## src/rtl/sat_counter.sv

```systemverilog
// rtl/sat_counter.sv - saturating event tally with synchronous clear
module sat_counter #(
  parameter int W = 8
) (
  input  logic         clk,
  input  logic         rstn,
  input  logic         clr,
  input  logic         inc,
  output logic [W-1:0] count
);

  // Clear beats a coincident increment; the tally sticks at all-ones.
  always_ff @(posedge clk) begin
    if (!rstn) begin
      count <= '0;
    end else if (clr) begin
      count <= '0;
    end else if (inc && (count != {W{1'b1}})) begin
      count <= count + W'(1);
    end
  end

endmodule

```

## config.mk

```make
export PLATFORM = sky130hd
export DESIGN_NAME = sat_counter
export DESIGN_NICKNAME = d
export VERILOG_FILES = /design/src/rtl/sat_counter.sv
export SDC_FILE = /design/constraint.sdc
export NUM_CORES = 1
export LEC_CHECK = 0
export ABC_CLOCK_PERIOD_IN_PS = 2500
export BUFFER_PORTS_ARGS = -buffer_cell sky130_fd_sc_hd__buf_2
export CAP_MARGIN = 20
export CORE_MARGIN = 8
export CORE_UTILIZATION = 30
export DETAILED_ROUTE_END_ITERATION = 7
export PLACE_DENSITY = 0.53
export SLEW_MARGIN = 20
export SYNTH_ARGS = -nofsm -noshare
export SYNTH_HDL_FRONTEND = slang
export SYNTH_SLANG_ARGS = --single-unit
```

## constraint.sdc

```tcl
create_clock -name clk -period 2.5 [get_ports clk]
set_input_delay 0 -clock clk [delete_from_list [all_inputs] [get_ports clk]]
set_output_delay 0 -clock clk [all_outputs]
set_load 0.03 [all_outputs]
```

Word level (Yosys, flattened, before mapping)
Index checks and enable logic that the tools add are counted.
W data, S select, Z words.
{"block": "op_classes", "addsub": 1, "mul": 0, "div_mod_pow": 0, "magnitude_cmp": 0, "eq_ne": 1, "n_shift": 0, "muxes": 0, "n_bitwise": 1, "n_reduce_logical": 2}
{"cell": "$add A8 B1 Y8 const B", "count": 1}
{"cell": "$ne A8 B8 Y1 const B", "count": 1}
{"cell": "$reduce_or A2 Y1", "count": 1}
{"cell": "$logic_and A1 B1 Y1", "count": 1}
{"cell": "$not A1 Y1", "count": 1}
{"block": "word_totals", "regBits": 8, "latch_bits": 0, "ramBits": 0, "mem_bits_ro": 0, "input_bits": 4, "output_inout_bits": 8, "wordCells": 6, "n_memories": 0}

Longest topological paths before layout
Gate-level depths: netlist of run 1.
{"block": "depth", "ltp_word": 2, "mapped_depth": 4, "ltp_nobuf": 4}

Least setup slack after synthesis of run 1
OpenSTA, ideal clock, no wires.
{"block": "synth_path", "path_type": "register to register", "startpoint": "register count[0]", "endpoint": "register count[7]", "setup_ns": 0.091, "t_arrival_ns": 1.318, "required_time_ns": 2.409, "setup_slack_ns": 1.091, "path_stages_with_launch": 5, "n_path_buf": 0, "period_less_slack_ns": 1.409, "path_cell_list": "dfxtp_1 ha_1 and4_4 nor2b_2 a311oi_1"}
{"block": "synth_via", "elab_chain_len": 2, "elab_cells_between_ends": 3, "classes_between": "add/sub (1); eq/ne (1); reduce/logical (1)"}
{"item": "start, declared", "line": "9", "text": "output logic [W-1:0] count"}
{"item": "start signal, assigned", "line": "19", "text": "count <= count + W'(1);"}
{"item": "branches (longest 2 deep; another with $add A8 B1 Y8)"}
Parallel ways; which one is timed is not known.
A chain may end at the register's enable or synchronous reset.

Final worst setup path of run 1
{"block": "layout_path", "startpoint": "register count[0]", "endpoint": "register count[5]"}
The elaborated chain is that of the path after synthesis.

==> impl_metrics.py, run 1 <==
metrics = {
    "synth": {
        "yosys.cell_types.count": 19,
        "synth_area_leaders": "dfxtp_1 (38%), and4_1 (8.3%), mux2i_1 (7.1%)",
        "syn_avg_cell_area_um2": 9.17,
        "synth_area_leader_cell": "dfxtp_1",
        "yosysMostFrequentCell": "dfxtp_1",
        "synthCells": 46,
        "synth-main-ff-cell": "dfxtp_1",
        "ys_async_sr_fraction_pct": 0,
        "seq_area_frac_synth_pct": 38.0,
        "synthesis.nets": 51,
        "syn-cell-area_um2": 422,
        "synth_top_area_share_pct": 38.0,
        "yosys-top-cells-count": "dfxtp_1 (8), a21oi_1 (5), nand2_1 (5)",
        "ys_ff_latch": 8,
        "synth_edf_count": 0,
        "ys_warn_count": 0,
    },
    "place": {
        "io_buffer_count": 11,
        "dpl.hpwl_um": 743,
        "gp_congestion": 0.767,
    },
    "finish": {
        "reg_top3": "count (8)",
        "layout.nets": 67,
        "largest_reg_flops": 8,
        "regMostFlops": "count",
        "fin_util_pct": 39.8,
        "drive_gt1_share_pct": 30.0,
        "diodes": 0,
        "area_delta_synth_final_pct": 22.8,
    },
    "global_route": {
        "grt_pass1_vias": 385,
        "antenna_found_initial": 0,
        "grt_max_degree": 10,
        "grt_overflow_total": 0,
        "grt_pass1_wl_mm": 1.68,
        "grt_util_all_layers_pct": 8.13,
    },
    "worst_setup_path": {
        "crit_arrival_ps": 1520,
        "crit_fanout": 6,
        "critical_path_class": "flop to flop",
        "r2r_start": "count[0]",
        "crit_path_start": "count[0]",
        "crit_chain": "ha_1 > and4_4 > a211oi_2 > mux2i_1",
        "cp-start-kind": "flop",
        "crit_required_ps": 2690,
        "path_delay_family": "flip-flops",
        "path_buf_inv": 0,
        "critPathSlowestCell": "dfxtp_1",
        "max_stage_delay_ps": 350,
        "end_kind": "flop",
    },
    "worst_hold_path": {
        "hold_start": "rstn",
        "hp-class": "input port to flop",
    },
    "die": {
        "die_y_um": 53.5,
        "fp-row-count": 13,
        "core_mm2": 0.00130,
        "ios": 12,
        "start_util_pct": 32.4,
        "design.die.area_mm2": 0.00286,
        "die_x_um": 53.5,
    },
    "power_and_ir_drop": {
        "ir_worst_vdd_uv": 199,
        "p_per_area_mw_per_mm2": 486,
        "power_frac_seq_pct": 51.7,
        "p_comb_share_pct": 6.1,
        "p_sw_mw": 0.0614,
        "intPower_mw": 0.190,
        "p_leak_nw": 0.224,
        "p_clk_share_pct": 42.2,
        "p_sw_share_pct": 24.4,
    },
    "routing": {
        "drtIter0Drc": 5,
        "wire_per_inst_um": 14.1,
        "drc": 0,
        "num_vias": 384,
        "drt_pass1_iterations": 3,
        "viasPerCell": 5.12,
        "wl_mm": 1.06,
        "ant_nets": 0,
    },
    "sta": {
        "drv_slew": 0,
        "holdWs_ps": 70.5,
        "max_freq_ghz": 0.754,
        "finalHoldViolCount": 0,
        "relSlewSlack_pct": 64.9,
        "fin_crit_sh_pct": 53.0,
        "worstMarginPinSlew_ps": 526,
        "period_minus_slack_ps": 1330,
        "rsz0062_at_grt": "false",
        "setup_tns_ps": 0,
        "fin_skew_ps": 0.597,
        "final-setup-viol-count": 0,
    },
    "clock_tree": {
        "cts.sinks": 8,
        "htreeDepth": 1,
        "clock_latency_ps": 260,
        "tritoncts": "built",
        "post_cts_buffers": 0,
        "hold_buffers": 0,
        "clkSlewWorstSetupHoldPaths_ps": 60,
        "clockBufferDepth": 2,
        "cts_made_buffers": 3,
        "cts-resized-gates": 0,
        "cts-root-buf": "clkbuf_4",
    },
    "outcome": {
        "status": "finished clean",
    },
    "flow_run": {
        "maxCapViolations": 0,
    },
}
[logic make-up after synthesis]
logic type / after synthesis / synth area share, %
adders and majority gates: 1 / 2.97
DFF: 8 / 38.0
and+or+nand+nor: 22 / 32.9
muxes: 3 / 7.12
AOI/OAI and AO/OA: 12 / 19.0
[worst paths after layout]
kind                    to  slack, ps  cells after the start
setup / recovery  count[5]       1170                      4
hold / removal    count[7]         70                      3
setup reg to reg  count[5]       1170                      4
hold reg to reg   count[1]        520                      2
[cell type report]
| type | count | area [um^2] |
|---|---|---|
| multi-input combinational | 38 | 262 |
| sequential | 8 | 160 |
| clock buffer | 3 | 22.5 |
| tap | 15 | 18.8 |
| timing repair buffer | 11 | 55.1 |
| fill | 148 | 783 |
[power groups by stage]
stage / sequential (mW) / clock, mW / combinational [mW]
6_report: 0.130 / 0.106 / 0.0153
5_1_grt: 0.130 / 0.113 / 0.0172
4_1_cts: 0.130 / 0.109 / 0.0157
3_5_place_dp: 0.133 / 0 / 0.0156
3_3_place_gp: 0.133 / 0 / 0.0152
2_1_floorplan: 0.135 / 0 / 0.00688
[placed cells by master (no fill, tap or decap)]
cell type	n
buf_2	11
dfxtp_1	8
a21oi_1	5
nand2_1	5
and4_1	4
nand2b_1	3
nor2b_1	3
mux2i_1	3
clkbuf_4	3
a31oi_1	2
nor3_1	2
o21ai_0	2
and3_1	1
nand3_1	1
and4_4	1
a21boi_2	1
nand4_1	1
a211oi_2	1
nor2b_2	1
a311oi_1	1
ha_1	1
[stage by stage]
stage / std cells / total power [mW] / setup WS [ps] / instance area [um^2]
2_1_floorplan: 46 / 0.142 / 1090 / 422
3_3_place_gp: 72 / 0.148 / 1230 / 495
3_5_place_dp: 72 / 0.148 / 1190 / 495
4_1_cts: 75 / 0.254 / 1170 / 518
5_1_grt: 75 / 0.261 / 1090 / 518
6_report: 75 / 0.252 / 1170 / 518
[routing by layer]
| layer | part of all wire, % | vias up | global-route usage, % | wire [um] |
|---|---|---|---|---|
| met5 | 0 | - | 0 | 0 |
| met4 | 0.95 | 0 | 6.30 | 10 |
| met3 | 4.3 | 2 | 2.52 | 45 |
| met2 | 45 | 6 | 12.3 | 475 |
| met1 | 50 | 170 | 9.22 | 525 |
| li1 | - | 206 | - | - |
[worst min-delay path: cells and delay by family]
kind,cells,cell delay (ps)
compound gates,1,60
simple gates,1,120
buf+inv,1,100
(Power assumes the default switching activity.)
==> run 2: changes to the inputs <==
--- a/config.mk
+++ b/config.mk
@@ -5,7 +5,7 @@
 export SDC_FILE = /design/constraint.sdc
 export NUM_CORES = 1
 export LEC_CHECK = 0
-export ABC_CLOCK_PERIOD_IN_PS = 2500
+export ABC_CLOCK_PERIOD_IN_PS = 1400
 export BUFFER_PORTS_ARGS = -buffer_cell sky130_fd_sc_hd__buf_2
 export CAP_MARGIN = 20
 export CORE_MARGIN = 8
==> constraint.sdc (replaced) <==
create_clock -name clk -period 1.4 [get_ports clk]
set_input_delay 0 -clock clk [delete_from_list [all_inputs] [get_ports clk]]
set_output_delay 0 -clock clk [all_outputs]
set_load 0.03 [all_outputs]
==> impl_metrics.py, run 2 (synthesis gave the netlist of run 1 again) <==
metrics = {
    "finish": {
        "seqCellArea_um2": 163,
        "fillCellCount": 158,
        "multi_input_area_um2": 262,
        "layout_commonest_cell": "buf_2",
        "fin_cells": 76,
        "fin_util_pct": 40.6,
        "reg_top3": "count (8)",
        "postLayoutCellArea_um2": 528,
        "final_cell_mix": "buf_2 (11), dfxtp_1 (6), a21oi_1 (5), nand2_1 (5), and4_1 (4)",
        "diodes": 0,
        "regMostFlops": "count",
        "drive_gt1_share_pct": 34.4,
        "area_delta_synth_final_pct": 25.2,
        "largest_reg_flops": 8,
        "layout.nets": 68,
    },
    "sta": {
        "fin_skew_ps": 13.5,
        "fin_crit_sh_pct": 92.1,
        "holdWs_ps": 53.7,
        "relSlewSlack_pct": 67.1,
        "rsz0062_at_grt": "false",
        "worstMarginPinSlew_ps": 492,
        "drv_slew": 0,
        "max_freq_ghz": 0.776,
        "period_minus_slack_ps": 1290,
        "finalHoldViolCount": 0,
        "setup_tns_ps": 0,
        "final-setup-viol-count": 0,
    },
    "routing": {
        "wire_per_inst_um": 12.6,
        "drc": 0,
        "drtIter0Drc": 4,
        "drt_pass1_iterations": 4,
        "viasPerCell": 5.22,
        "num_vias": 397,
        "ant_nets": 0,
        "wl_um": 958,
    },
    "place": {
        "placed_cells": 73,
        "io_buffer_count": 11,
        "gp_congestion": 0.737,
        "dpl.hpwl_um": 706,
        "dpl_cell_area_um2": 505,
    },
    "worst_setup_path": {
        "max_stage_delay_ps": 340,
        "crit_arrival_ps": 1470,
        "crit_fanout": 6,
        "critical_path_class": "flop to flop",
        "end_kind": "flop",
        "crit_required_ps": 1580,
        "cp-start-kind": "flop",
        "reg2reg_depth": 4,
        "critPathSlowestCell": "dfxtp_2",
        "crit_chain": "ha_1 > and4_4 > a211oi_2 > mux2i_1",
    },
    "die": {
        "die_y_um": 53.5,
        "fp-row-count": 13,
        "core_mm2": 0.00130,
        "die_x_um": 53.5,
        "start_util_pct": 32.4,
        "design.die.area_mm2": 0.00286,
        "ios": 12,
    },
    "global_route": {
        "grt_util_all_layers_pct": 7.60,
        "grt_pass1_vias": 333,
        "grt_pass1_wl_mm": 1.52,
        "grt_overflow_total": 0,
        "grt_max_degree": 9,
        "antenna_found_initial": 0,
    },
    "power_and_ir_drop": {
        "p_leak_nw": 0.230,
        "p_per_area_mw_per_mm2": 841,
        "ir_worst_vdd_uv": 492,
    },
    "clock_tree": {
        "post_cts_buffers": 0,
        "cts_made_buffers": 3,
        "cts-resized-gates": 0,
        "cts-root-buf": "clkbuf_4",
        "clockBufferDepth": 2,
        "clkSlewWorstSetupHoldPaths_ps": 60,
        "clock_latency_ps": 260,
        "hold_buffers": 0,
        "htreeDepth": 1,
        "cts.sinks": 8,
        "tritoncts": "built",
    },
    "outcome": {
        "status": "finished clean",
    },
    "flow_run": {
        "maxCapViolations": 0,
    },
    "worst_hold_path": {
        "hp-class": "input port to flop",
        "worstHoldPathCells": 3,
    },
}
run 2: layer usage:
layer	vias to the layer above	part of all wire (%)	global-route usage [%]
met2	11	43	10.9
met1	177	50	8.36
met3	0	7.0	5.88
met5	-	0	0
li1	209	-	-
met4	0	0	2.52
run 2: worst max-delay path: cells and delay by family, from the launching register on:
family          cells  cell delay [ps]
simple gates        1              230
flops               1              340
compound gates      1              240
fa+ha+maj           1              230
mux                 1              190
run 2: area by class of cell:
class / instances / share of cell area, %
Clock buffer: 3 / 4.27
Sequential cell: 8 / 30.8
Timing Repair Buffer: 12 / 11.8
Tap cell: 15 / 3.55
Multi-Input combinational cell: 38 / 49.5
run 2: where the power goes:
part / internal [mW] / switching [mW] / total, mW
Sequential: 0.230 / 0.00246 / 0.233
Clock: 0.0986 / 0.0864 / 0.185
Combinational: 0.0109 / 0.0157 / 0.0267
Total: 0.340 / 0.105 / 0.444
run 2: through the flow:
stage / worst slack, ps / power [mW]
floorplan: 95.5 / 0.254
global placement: 141 / 0.264
detailed placement: 128 / 0.264
CTS: 116 / 0.453
global route: 33.6 / 0.473
finish: 111 / 0.444
run 2: worst paths after layout:
check | startpoint | endpoint | slack (ps)
min reg2reg | count[1] | count[1] | 480
min | rstn | count[7] | 50
max reg2reg | count[0] | count[5] | 110
max | count[0] | count[5] | 110
==> run 3: changes to the inputs <==
--- a/config.mk
+++ b/config.mk
@@ -11,7 +11,7 @@
 export CORE_MARGIN = 8
 export CORE_UTILIZATION = 30
 export DETAILED_ROUTE_END_ITERATION = 7
-export PLACE_DENSITY = 0.53
+export PLACE_DENSITY = 0.51
 export SLEW_MARGIN = 20
 export SYNTH_ARGS = -nofsm -noshare
 export SYNTH_HDL_FRONTEND = slang
==> impl_metrics.py, run 3 (synthesis gave the netlist of run 1 again) <==
metrics = {
    "worst_hold_path": {
        "hold_start": "rstn",
        "hold-path-endpoint": "count[7]",
        "worstHoldPathCells": 3,
        "hp-class": "input port to flop",
    },
    "sta": {
        "worstMarginPinSlew_ps": 483,
        "period_minus_slack_ps": 1280,
        "final-setup-viol-count": 0,
        "setup_ws_ps": 116,
        "setup_tns_ps": 0,
        "fin_skew_ps": 4.90,
        "holdWs_ps": 65.1,
        "relSlewSlack_pct": 67.7,
        "fin_crit_sh_pct": 91.7,
        "finalHoldViolCount": 0,
        "drv_slew": 0,
        "rsz0062_at_grt": "false",
        "max_freq_ghz": 0.779,
    },
    "worst_setup_path": {
        "max_stage_delay_ps": 340,
        "crit_fanout": 6,
        "critical_path_class": "flop to flop",
        "r2r_setup_slack_ps": 120,
        "path_delay_family": "flip-flops",
        "cp_num_cells": 4,
        "critPathSlowestCell": "dfxtp_2",
        "reg2reg_depth": 4,
        "crit_arrival_ps": 1470,
        "crit_required_ps": 1590,
        "crit_chain": "ha_1 > and4_4 > a211oi_2 > mux2i_1",
        "rr_endpoint": "count[5]",
        "r2r_start": "count[0]",
        "cp-start-kind": "flop",
        "path_buf_inv": 0,
        "end_kind": "flop",
    },
    "routing": {
        "drtIter0Drc": 3,
        "ant_nets": 0,
        "num_vias": 397,
        "viasPerCell": 5.22,
        "wl_um": 941,
        "wire_per_inst_um": 12.4,
        "drt_pass1_iterations": 2,
        "drc": 0,
    },
    "clock_tree": {
        "cts-root-buf": "clkbuf_4",
        "cts_made_buffers": 3,
        "cts.sinks": 8,
        "clkSlewWorstSetupHoldPaths_ps": 60,
        "htreeDepth": 1,
        "cts-resized-gates": 0,
        "post_cts_buffers": 0,
        "clock_latency_ps": 260,
        "tritoncts": "built",
        "clockBufferDepth": 2,
        "hold_buffers": 0,
    },
    "finish": {
        "layout_commonest_cell": "buf_2",
        "area_delta_synth_final_pct": 25.2,
        "fillCellCount": 155,
        "final_cell_mix": "buf_2 (11), dfxtp_1 (6), a21oi_1 (5), nand2_1 (5), and4_1 (4)",
        "fin_cells": 76,
        "reg_top3": "count (8)",
        "diodes": 0,
        "layout.nets": 68,
        "fin_util_pct": 40.6,
        "largest_reg_flops": 8,
        "postLayoutCellArea_um2": 528,
        "regMostFlops": "count",
        "drive_gt1_share_pct": 34.4,
    },
    "global_route": {
        "grt_use_met2_pct": 12.3,
        "use_met1_pct": 8.03,
        "grt-busiest-layer": "met2",
        "antenna_found_initial": 0,
        "grt_pass1_wl_mm": 1.61,
        "grt_max_degree": 9,
        "grt_overflow_total": 0,
        "grt_util_all_layers_pct": 7.88,
        "grt_pass1_vias": 382,
        "gr-usage-met3_pct": 5.88,
    },
    "flow_run": {
        "maxCapViolations": 0,
    },
    "die": {
        "core_mm2": 0.00130,
        "design.die.area_mm2": 0.00286,
        "fp-row-count": 13,
        "die_x_um": 53.5,
        "die_y_um": 53.5,
        "ios": 12,
        "start_util_pct": 32.4,
    },
    "outcome": {
        "status": "finished clean",
    },
    "place": {
        "pre_cts_slack_ps": 132,
        "dpl_cell_area_um2": 505,
        "placed_cells": 73,
        "dpl.hpwl_um": 743,
        "io_buffer_count": 11,
        "gp_congestion": 0.723,
    },
    "power_and_ir_drop": {
        "p_leak_nw": 0.230,
        "p_total_mw": 0.438,
        "p_per_area_mw_per_mm2": 830,
        "ir_worst_vdd_uv": 470,
    },
}
-- run 3: worst max-delay path by stage --
stage / from / to
floorplan: count[0] / count[5]
global placement: count[0] / count[5]
detailed placement: count[0] / count[5]
CTS: count[0] / count[5]
global route: count[0] / count[0]
finish: count[0] / count[5]
-- run 3: worst register-to-register path, delay by kind of cell (launching register included) --
kind	cells	cell delay, ps
compound gates	1	240
fa+ha+maj	1	230
flops	1	340
mux	1	190
simple gates	1	220
-- run 3: layer usage --
metal	part of all wire (%)	up-vias
li1	-	208
met1	46	179
met2	46	8
met3	7.1	2
met4	0.85	0
met5	0	-
-- run 3: final cells by class --
| cell class | instances | area [um^2] | area share (%) |
|---|---|---|---|
| flip-flops and latches | 8 | 163 | 30.8 |
| well taps | 15 | 18.8 | 3.55 |
| clock buffers | 3 | 22.5 | 4.27 |
| multi-input cells | 38 | 262 | 49.5 |
| repair buffers | 12 | 62.6 | 11.8 |
-- run 3: where the power goes --
group / internal, mW / total, mW / leakage [nW] / switching (mW)
registers: 0.230 / 0.233 / 0.0655 / 0.00246
logic: 0.0110 / 0.0264 / 0.151 / 0.0154
clock network: 0.0983 / 0.179 / 0.0138 / 0.0810
